===== config.mk =====
export PLATFORM = sky130hd
export DESIGN_NAME = quad_decoder
export DESIGN_NICKNAME = d
export VERILOG_FILES = /design/src/rtl/quad_decoder.sv
export SDC_FILE = /design/constraint.sdc
export NUM_CORES = 1
export LEC_CHECK = 0
export CAP_MARGIN = 25
export CORE_UTILIZATION = 30
export DETAILED_ROUTE_END_ITERATION = 7
export GPL_ROUTABILITY_DRIVEN = 0
export MAX_ROUTING_LAYER = met4
export PLACE_DENSITY = 0.5
export SLEW_MARGIN = 5
export SYNTH_ARGS = -nofsm -noshare
export SYNTH_HDL_FRONTEND = slang
export SYNTH_SLANG_ARGS = --single-unit

===== constraint.sdc =====
create_clock -name clk -period 1.8 [get_ports clk]
set_input_delay 0.36 -clock clk [delete_from_list [all_inputs] [get_ports clk]]
set_output_delay 0.36 -clock clk [all_outputs]
set_load 0.005 [all_outputs]

===== src/rtl/quad_decoder.sv =====
// Quadrature decoder: synchronizes and filters A/B/index, tracks phase and issues inc/dec/load pulses.
// Optional immediate assertions are compiled in with QUAD_DECODER_ASSERT_EN.
module quad_decoder #(
  parameter int N    = 8,
  parameter int FILT = 3
) (
  input  logic         clk,
  input  logic         reset_n,
  input  logic         a_in,
  input  logic         b_in,
  input  logic         idx_in,
  input  logic [N-1:0] preset,
  input  logic         err_clr,
  output logic         inc,
  output logic         dec,
  output logic         load,
  output logic [N-1:0] din,
  output logic         err
);

  typedef enum logic [2:0] {
    INIT = 3'd0,
    P00  = 3'd1,
    P01  = 3'd2,
    P11  = 3'd3,
    P10  = 3'd4
  } state_t;

  localparam logic [3:0] FILT_M1 = 4'(FILT - 1);

  state_t     state_r;
  logic [2:0] raw_s;
  logic [2:0] sync1_r;
  logic [2:0] sync2_r;
  logic [1:0] warm_r;
  logic [2:0] filt_s;
  logic [2:0] valid_s;
  logic       idx_prev_r;
  logic [1:0] ab_s;
  logic [1:0] pos_cur_s;
  logic [1:0] pos_new_s;
  logic [1:0] step_s;
  logic       ab_valid_s;
  logic       fwd_s;
  logic       rev_s;
  logic       illegal_s;
  logic       idx_rise_s;

  function automatic state_t phase_of(input logic [1:0] ab);
    case (ab)
      2'b00:   phase_of = P00;
      2'b01:   phase_of = P01;
      2'b11:   phase_of = P11;
      2'b10:   phase_of = P10;
      default: phase_of = P00;
    endcase
  endfunction

  // Position around the forward cycle P00 -> P01 -> P11 -> P10.
  function automatic logic [1:0] pos_of(input state_t s);
    case (s)
      P00:     pos_of = 2'd0;
      P01:     pos_of = 2'd1;
      P11:     pos_of = 2'd2;
      P10:     pos_of = 2'd3;
      default: pos_of = 2'd0;
    endcase
  endfunction

  assign raw_s = {idx_in, b_in, a_in};

  // Two-flop synchronizers; warm_r marks when sync2_r holds real input samples.
  always_ff @(posedge clk) begin
    if (!reset_n) begin
      sync1_r <= 3'b000;
      sync2_r <= 3'b000;
      warm_r  <= 2'b00;
    end else begin
      sync1_r <= raw_s;
      sync2_r <= sync1_r;
      warm_r  <= {warm_r[0], 1'b1};
    end
  end

  for (genvar g = 0; g < 3; g++) begin : g_filt
    logic [3:0] cnt_r;
    logic       filt_r;
    logic       valid_r;

    // Glitch filter; before the first acceptance it tracks the input until stable for FILT cycles.
    always_ff @(posedge clk) begin
      if (!reset_n) begin
        cnt_r   <= 4'd0;
        filt_r  <= 1'b0;
        valid_r <= 1'b0;
      end else if (!warm_r[1]) begin
        cnt_r <= 4'd0;
      end else if (!valid_r) begin
        if (sync2_r[g] != filt_r) begin
          filt_r <= sync2_r[g];
          cnt_r  <= 4'd0;
        end else if (cnt_r == FILT_M1) begin
          valid_r <= 1'b1;
          cnt_r   <= 4'd0;
        end else begin
          cnt_r <= cnt_r + 4'd1;
        end
      end else if (sync2_r[g] != filt_r) begin
        if (cnt_r == FILT_M1) begin
          filt_r <= sync2_r[g];
          cnt_r  <= 4'd0;
        end else begin
          cnt_r <= cnt_r + 4'd1;
        end
      end else begin
        cnt_r <= 4'd0;
      end
    end

    assign filt_s[g]  = filt_r;
    assign valid_s[g] = valid_r;
  end

  // Step classification from the accepted phase against the current phase state.
  always_comb begin
    ab_s       = {filt_s[0], filt_s[1]};
    ab_valid_s = valid_s[0] & valid_s[1];
    pos_cur_s  = pos_of(state_r);
    pos_new_s  = pos_of(phase_of(ab_s));
    step_s     = pos_new_s - pos_cur_s;
    idx_rise_s = valid_s[2] & filt_s[2] & ~idx_prev_r;
    if (state_r == INIT) begin
      fwd_s     = 1'b0;
      rev_s     = 1'b0;
      illegal_s = 1'b0;
    end else begin
      fwd_s     = (step_s == 2'd1);
      rev_s     = (step_s == 2'd3);
      illegal_s = (step_s == 2'd2);
    end
  end

  // Phase FSM with registered pulse, load, din and sticky err outputs.
  always_ff @(posedge clk) begin
    if (!reset_n) begin
      state_r    <= INIT;
      idx_prev_r <= 1'b0;
      inc        <= 1'b0;
      dec        <= 1'b0;
      load       <= 1'b0;
      din        <= '0;
      err        <= 1'b0;
    end else begin
      idx_prev_r <= filt_s[2];
      load       <= idx_rise_s;
      inc        <= fwd_s & ~idx_rise_s;
      dec        <= rev_s & ~idx_rise_s;
      if (idx_rise_s) begin
        din <= preset;
      end
      if (illegal_s) begin
        err <= 1'b1;
      end else if (err_clr) begin
        err <= 1'b0;
      end
      case (state_r)
        INIT: begin
          if (ab_valid_s) begin
            state_r <= phase_of(ab_s);
          end
        end
        default: state_r <= phase_of(ab_s);
      endcase
    end
  end

`ifdef QUAD_DECODER_ASSERT_EN
  logic illegal_q_r;

  // Run-time consistency checks.
  always_ff @(posedge clk) begin
    illegal_q_r <= reset_n & illegal_s;
    assert (!(inc && dec)) else $error("quad_decoder: inc and dec high together");
    if (reset_n) begin
      assert (!$isunknown({a_in, b_in, idx_in, err_clr}))
        else $info("quad_decoder: unknown value on an input");
    end
    if (illegal_q_r) begin
      assert (err) else $info("quad_decoder: illegal transition did not set err");
    end
  end
`endif

endmodule


Word level (Yosys, flattened, before mapping)
Cells that the tools add are included.
W data, S select, Z words.
{"block": "totals", "input_bits": 14, "output_inout_bits": 12, "regBits": 42, "wordCells": 104}
{"block": "op_classes", "reduce_logical": 7, "add_sub_neg": 4, "eq_ne": 22, "bitwise_logic": 7, "mux": 44}
{"operator": "$mux W4", "count": 12}
{"operator": "$mux W1", "count": 27}
{"operator": "$add A4 B1 Y4 const B", "count": 3}
{"operator": "$eq A3 B2 Y1 const B", "count": 4}
{"operator": "$eq A4 B2 Y1 const B", "count": 3}
{"operator": "$pmux W2 S3", "count": 2}
{"operator": "$pmux W3 S4", "count": 1}
{"operator": "$reduce_and A3 Y1", "count": 3}
{"operator": "$eq A2 B2 Y1 const B", "count": 4}
{"operator": "$eq A3 B3 Y1 const B", "count": 2}
{"operator": "$mux W3", "count": 2}
{"operator": "$ne A2 B1 Y1 const B", "count": 3}
{"operator": "$and A1 B1 Y1", "count": 5}
{"operator": "$eq A2 B1 Y1 const B", "count": 2}
{"operator": "$logic_not A3 Y1", "count": 1}
{"operator": "$ne A1 B1 Y1", "count": 3}
{"operator": "$logic_not A2 Y1", "count": 1}
{"operator": "$ne A2 B2 Y1 const B", "count": 1}
{"operator": "$not A1 Y1", "count": 2}
{"operator": "$reduce_and A2 Y1", "count": 1}
{"operator": "$reduce_bool A2 Y1", "count": 1}
{"operator": "$sub A2 B2 Y2", "count": 1}

Depth between registers and ports, before layout
{"block": "depth", "ltp_word": 8, "mapped_depth": 8, "mapped_depth_nobuf": 8}

Worst setup path after synthesis
No wires, ideal clock.
{"block": "synth_timing", "path_kind": "reg-to-reg", "from": "reg g_filt[0].filt_r", "to": "reg err", "period_less_slack_ns": 1.850, "path_buffers": 0, "slack_ns": -0.050, "stages_incl_launch_ff": 9, "t_arrival_ns": 1.734, "t_required_ns": 1.684, "setup_time_ns": 0.116, "path_cell_list": "dfxtp_1 inv_1 ha_1 inv_1 ha_1 xor2_2 mux2_4 o21ai_2 o21ai_2"}
{"block": "synth_between", "elab_chain_len": 8, "elab_cells_between_ends": 14, "cone_classes": "add/sub (1); eq/ne (7); mux (4); reduce/logical (2)"}
{"item": "from (decl)", "line": "87", "source": "logic filt_r;"}
{"item": "from (signal assigned)", "line": "100", "source": "filt_r <= sync2_r[g];"}
{"item": "from (signal assigned)", "line": "110", "source": "filt_r <= sync2_r[g];"}
{"item": "$eq A2 B2 Y1 (tied with other cells)", "line": "50", "source": "case (ab)"}
{"item": "$pmux W3 S4 (*)", "line": "50"}
{"item": "$eq A3 B3 Y1 / $eq A3 B2 Y1 (equally long branches)", "line": "61", "source": "case (s)"}
{"item": "$pmux W2 S3 (*)", "line": "61"}
{"item": "$sub A2 B2 Y2 (*)", "line": "130", "source": "step_s = pos_new_s - pos_cur_s;"}
{"item": "$eq A2 B2 Y1 (*)", "line": "139", "source": "illegal_s = (step_s == 2'd2);"}
{"item": "$mux W1 (*)", "line": "132", "source": "if (state_r == INIT) begin"}
{"item": "$mux W1 / $reduce_bool A2 Y1 (equally long branches)"}
{"item": "to (signal assigned)", "line": "152", "source": "err <= 1'b0;"}
{"item": "to (signal assigned)", "line": "162", "source": "err <= 1'b1;"}
{"item": "to (signal assigned)", "line": "164", "source": "err <= 1'b0;"}
{"item": "to (decl)", "line": "18", "source": "output logic err"}
Mark *: on every way between the ends. The rest lies on a longest branch, timed or not.
A chain may end at the register's enable or synchronous reset.

Worst setup path in the final report
Same ends and word-level chain as after synthesis.

==> results.md <==
- OpenSTA, run right after detailed placement, puts the worst setup slack at ~0.0037 ns.
- Counting instances, the worst hold path has a depth of 1.
- The CTS tree is yes.
- After synthesis the netlist holds a flip-flop and latch count of between 40 and 50.
- For this run, the top clock speed supported by timing is roughly 570 MHz.
- The average routed wire per standard cell is between 10 and 15 microns.
- The largest buffer count on any clock path is 2.
- The tightest min-delay check is of the reg -> reg type.
- The cell area power density is 720.6 mW/mm^2.
- The via density per instance is 4.377.
- The initial antenna violation count is 0.
- For this run, the total global-route usage over all layers was measured as 11.86%.
- The clock-pin slew on the worst setup and hold paths is 0.07 ns.
- The number of global-route vias before repair was 1,244.
- The worst setup path is launched from a flop.
- Synthesis produced a netlist with a net count of a little under 200.
- The share of the clock period used by the worst path is 97.36%.
- The number of H-tree levels is 2.
- The detailed router placed roughly 1,200 vias in this run.
- The full die area is about 0.0060 sq mm.
- The pin count of the biggest net entering global routing is 12.
- The transition time at the pin with the least slew margin is 0.4258 ns.
- Pin placement for this block handled 26 I/O pins.
- The endpoint identified for the worst register-to-register timing path is err.
- The cell count after placement is ~270.
- At the later pin of the worst-skew pair, clock insertion delay measures roughly 0.29 ns.
- The first-pass detailed-route iteration total is 4.
- The number of cells on the worst reg-to-reg path is 8.
- The fraction of final layout cells sized beyond drive strength 1 is around 13%.
- The number of standard-cell rows in the floorplan is 27.
- Once detail routing completed, the nets flagged for antenna violations numbered 0.
- The worst-case register-to-register setup slack is 0.05 ns.
- After detailed routing, the total wire length is around 3.2 mm.
- The max-capacitance violation count is 0.
- The final layout contains ~230 nets.
- The startpoint of the most critical hold path is warm_r[0].
- After floorplanning, the core was sized to cover roughly 0.0055 sq mm.
- The estimated wirelength of the detail-placed design is 2.403 mm.
- In this run, the number of DRC markers left after iteration 0 of detailed routing was between 40 and 50.
- The number of setup violations in the final report is 0.
- The time the worst path needs with I/O delays and setup is 1.752 ns.
- The cell taking the most area after synthesis is dfxtp_1.
- Summing all non-filler instances in the final layout gives an area of between 0.002 and 0.0025 sq mm.
- Once the floorplan was initialized, standard cells occupied between 30% and 40% of the core.
- The first global-routing pass estimated about 5.4 mm of wire.
- By area the synthesized netlist is led by dfxtp_1, ha_1, nor2_1.
- The count of warnings emitted by yosys is 0.
- Summed over all layers, the global routing overflow is 0.
- In this run the horizontal extent of the chip is 77.34 microns.
- The clock root buffer is clkbuf_8.
- After the flow finishes, the layout carries non-filler instances totaling about 280.
- The area growth from synthesis to layout is 30.49%.
- The share of the Yosys chip area taken by registers is 49.38%.
- The antenna diode count is 0.
- Measured along the y axis, the die boundary spans 77.34 microns.
- The number of hold buffers added after cts is 0.
- The fraction of post-synthesis cell area in the top cell type by area is 49.38%.
- VDD sags by at most between 0.4 and 0.5 mV.
- The average cell area after synthesis is just over 10 sq um.
- The placed instance area is 0.002113 sq mm.
- The endpoint type of the worst setup path is a flop.
- The gate count of the mapped netlist is between 150 and 200.
- By startpoint and endpoint, the worst setup path is classified as reg -> reg.
- After detailed routing, the number of remaining DRC violations is 0.
- The count of different cell masters after synthesis is 31.
- The path with the worst hold slack has its endpoint at warm_r[1].
- The largest fanout on the critical path is 2.
- The startpoint of the lowest-slack register-to-register path is g_filt[0].filt_r.
- The run finished with clean final reports.
- Overall power consumption after layout is estimated at ~1.6 mW.
- STA puts the critical path data required time at approximately 2 ns.
- Clock tree synthesis found a total of 42 sinks.
- The post-synthesis instance area is 0.001703 sq mm.
- Data arrives at the worst endpoint at a little under 2 ns.
- The final-report hold violation count came to 0.
- The number of max-slew violations in the final report is 0.
- In this run the static leakage power is a little over 0.9 nW.
- Counting the buffers created by CTS gives 5.
- The final worst slack is between 0.04 and 0.05 ns.
- Between clock sinks in the finished design, the worst skew comes to 0.004674 ns.
- The normalized max-slew margin is between 70% and 80%.
- Input and output buffers added on the ports amount to 25.
[placed cells by master, fill, tap and decap left out, drive strengths merged, types with 2 or more instances in the layout]
master,count
dfxtp,42
nor2,33
clkdlybuf4s50,25
buf,12
mux2i,11
ha,10
inv,9
and2,8
xor2,7
clkbuf,7
xnor2,6
a21oi,6
nand3,4
nand2,4
o21ai,4
o21a,3
nand3b,3
nand2b,2
nand4,2
nor3,2
mux2,2
[synthesized netlist by cell type]
library cell,count
mux2i_1,11
nand3_1,4
a211o_1,1
mux2_2,1
ha_1,10
nor3_1,2
o21ai_2,2
nand3b_1,3
xnor3_1,1
and4b_1,1
o21a_1,3
nand2b_1,2
or3b_1,1
nand2_1,4
a211oi_1,1
inv_1,9
a21oi_1,6
and2_1,8
o21bai_4,1
mux2_4,1
xnor2_1,6
o21ai_0,2
nor2b_1,1
xor2_2,1
nand4_1,2
xor2_1,6
dfxtp_1,42
clkbuf_1,2
buf_1,1
nor2_1,33
buf_2,1
[cell families (layout without fill, tap and decap cells)]
group | after synthesis | count (layout) | share of synthesized area, %
simple gates | 61 | 61 | 17.12
buf+inv | 13 | 53 | 2.939
compound gates | 16 | 16 | 6.760
flops | 42 | 42 | 49.38
xor+xnor | 14 | 14 | 8.450
fa+ha+maj | 10 | 10 | 7.348
mux | 13 | 13 | 8.009
[routing by layer]
layer	GRT usage, %	part of all wire, %	vias up
li1	-	-	627
met1	12.72	44	579
met2	19.56	51	18
met3	4.000	3.0	6
met4	5.849	1.6	0
met5	-	0	-
[critical path, stage by stage (launching register included)]
cell and delay (ns):
dfxtp_2 0.33, inv_1 0.05, ha_1 0.31, inv_1 0.10
ha_4 0.14, xor2_2 0.18, mux2_4 0.33, o21ai_4 0.14
o21ai_2 0.07
[area by class of cell]
cell class                 instances  area (sq um)
fill                             560          3251
sequential                        42         843.3
multi-input combinational        114         838.3
timing repair buffer              37         340.3
tap                               72         90.09
clock buffer                       7         76.32
inverter                           9         33.78
[sequential cells by signal (all words and copies together), names as in the netlist, 2 cells and up]
signal          count
sync2_r             3
g_filt.valid_r      3
warm_r              2
sync1_r             3
g_filt.filt_r       3
g_filt.cnt_r       12
din                 8
state_r             3
[where the power goes]
group / internal, mW / switching [mW] / total [mW]
sequential: 0.943 / 0.00980 / 0.952
combinational: 0.0536 / 0.0351 / 0.0887
clock: 0.267 / 0.293 / 0.560
total: 1.26 / 0.338 / 1.60
[stage by stage]
stage / TNS, ns / util [%] / hold WS [ns]
final: 0 / 40.60 / 0.4354
after detailed placement: 0 / 38.61 / 0.4214
after CTS: 0 / 40.15 / 0.4385
after floorplan: 0 / - / 0.3877
after global routing: -0.006294 / 40.60 / 0.4563
after global placement: 0 / 38.61 / 0.4212
[repair_timing]
action	CTS	global route
endpoints found under the setup margin	1	3
gates resized for setup	0	5
setup buffers	1	0
[worst max-delay path by stage]
stage	from	endpoint	slack [ns]	cells after the start
2_1_floorplan	g_filt[1].filt_r	err	0.006	8
3_3_place_gp	g_filt[0].filt_r	err	0.05	8
3_5_place_dp	g_filt[0].filt_r	err	0.004	8
4_1_cts	g_filt[0].filt_r	err	0.02	8
5_1_grt	g_filt[0].filt_r	err	-0.006	8
6_report	g_filt[0].filt_r	err	0.05	8
Power figures use the tool's default switching activity.
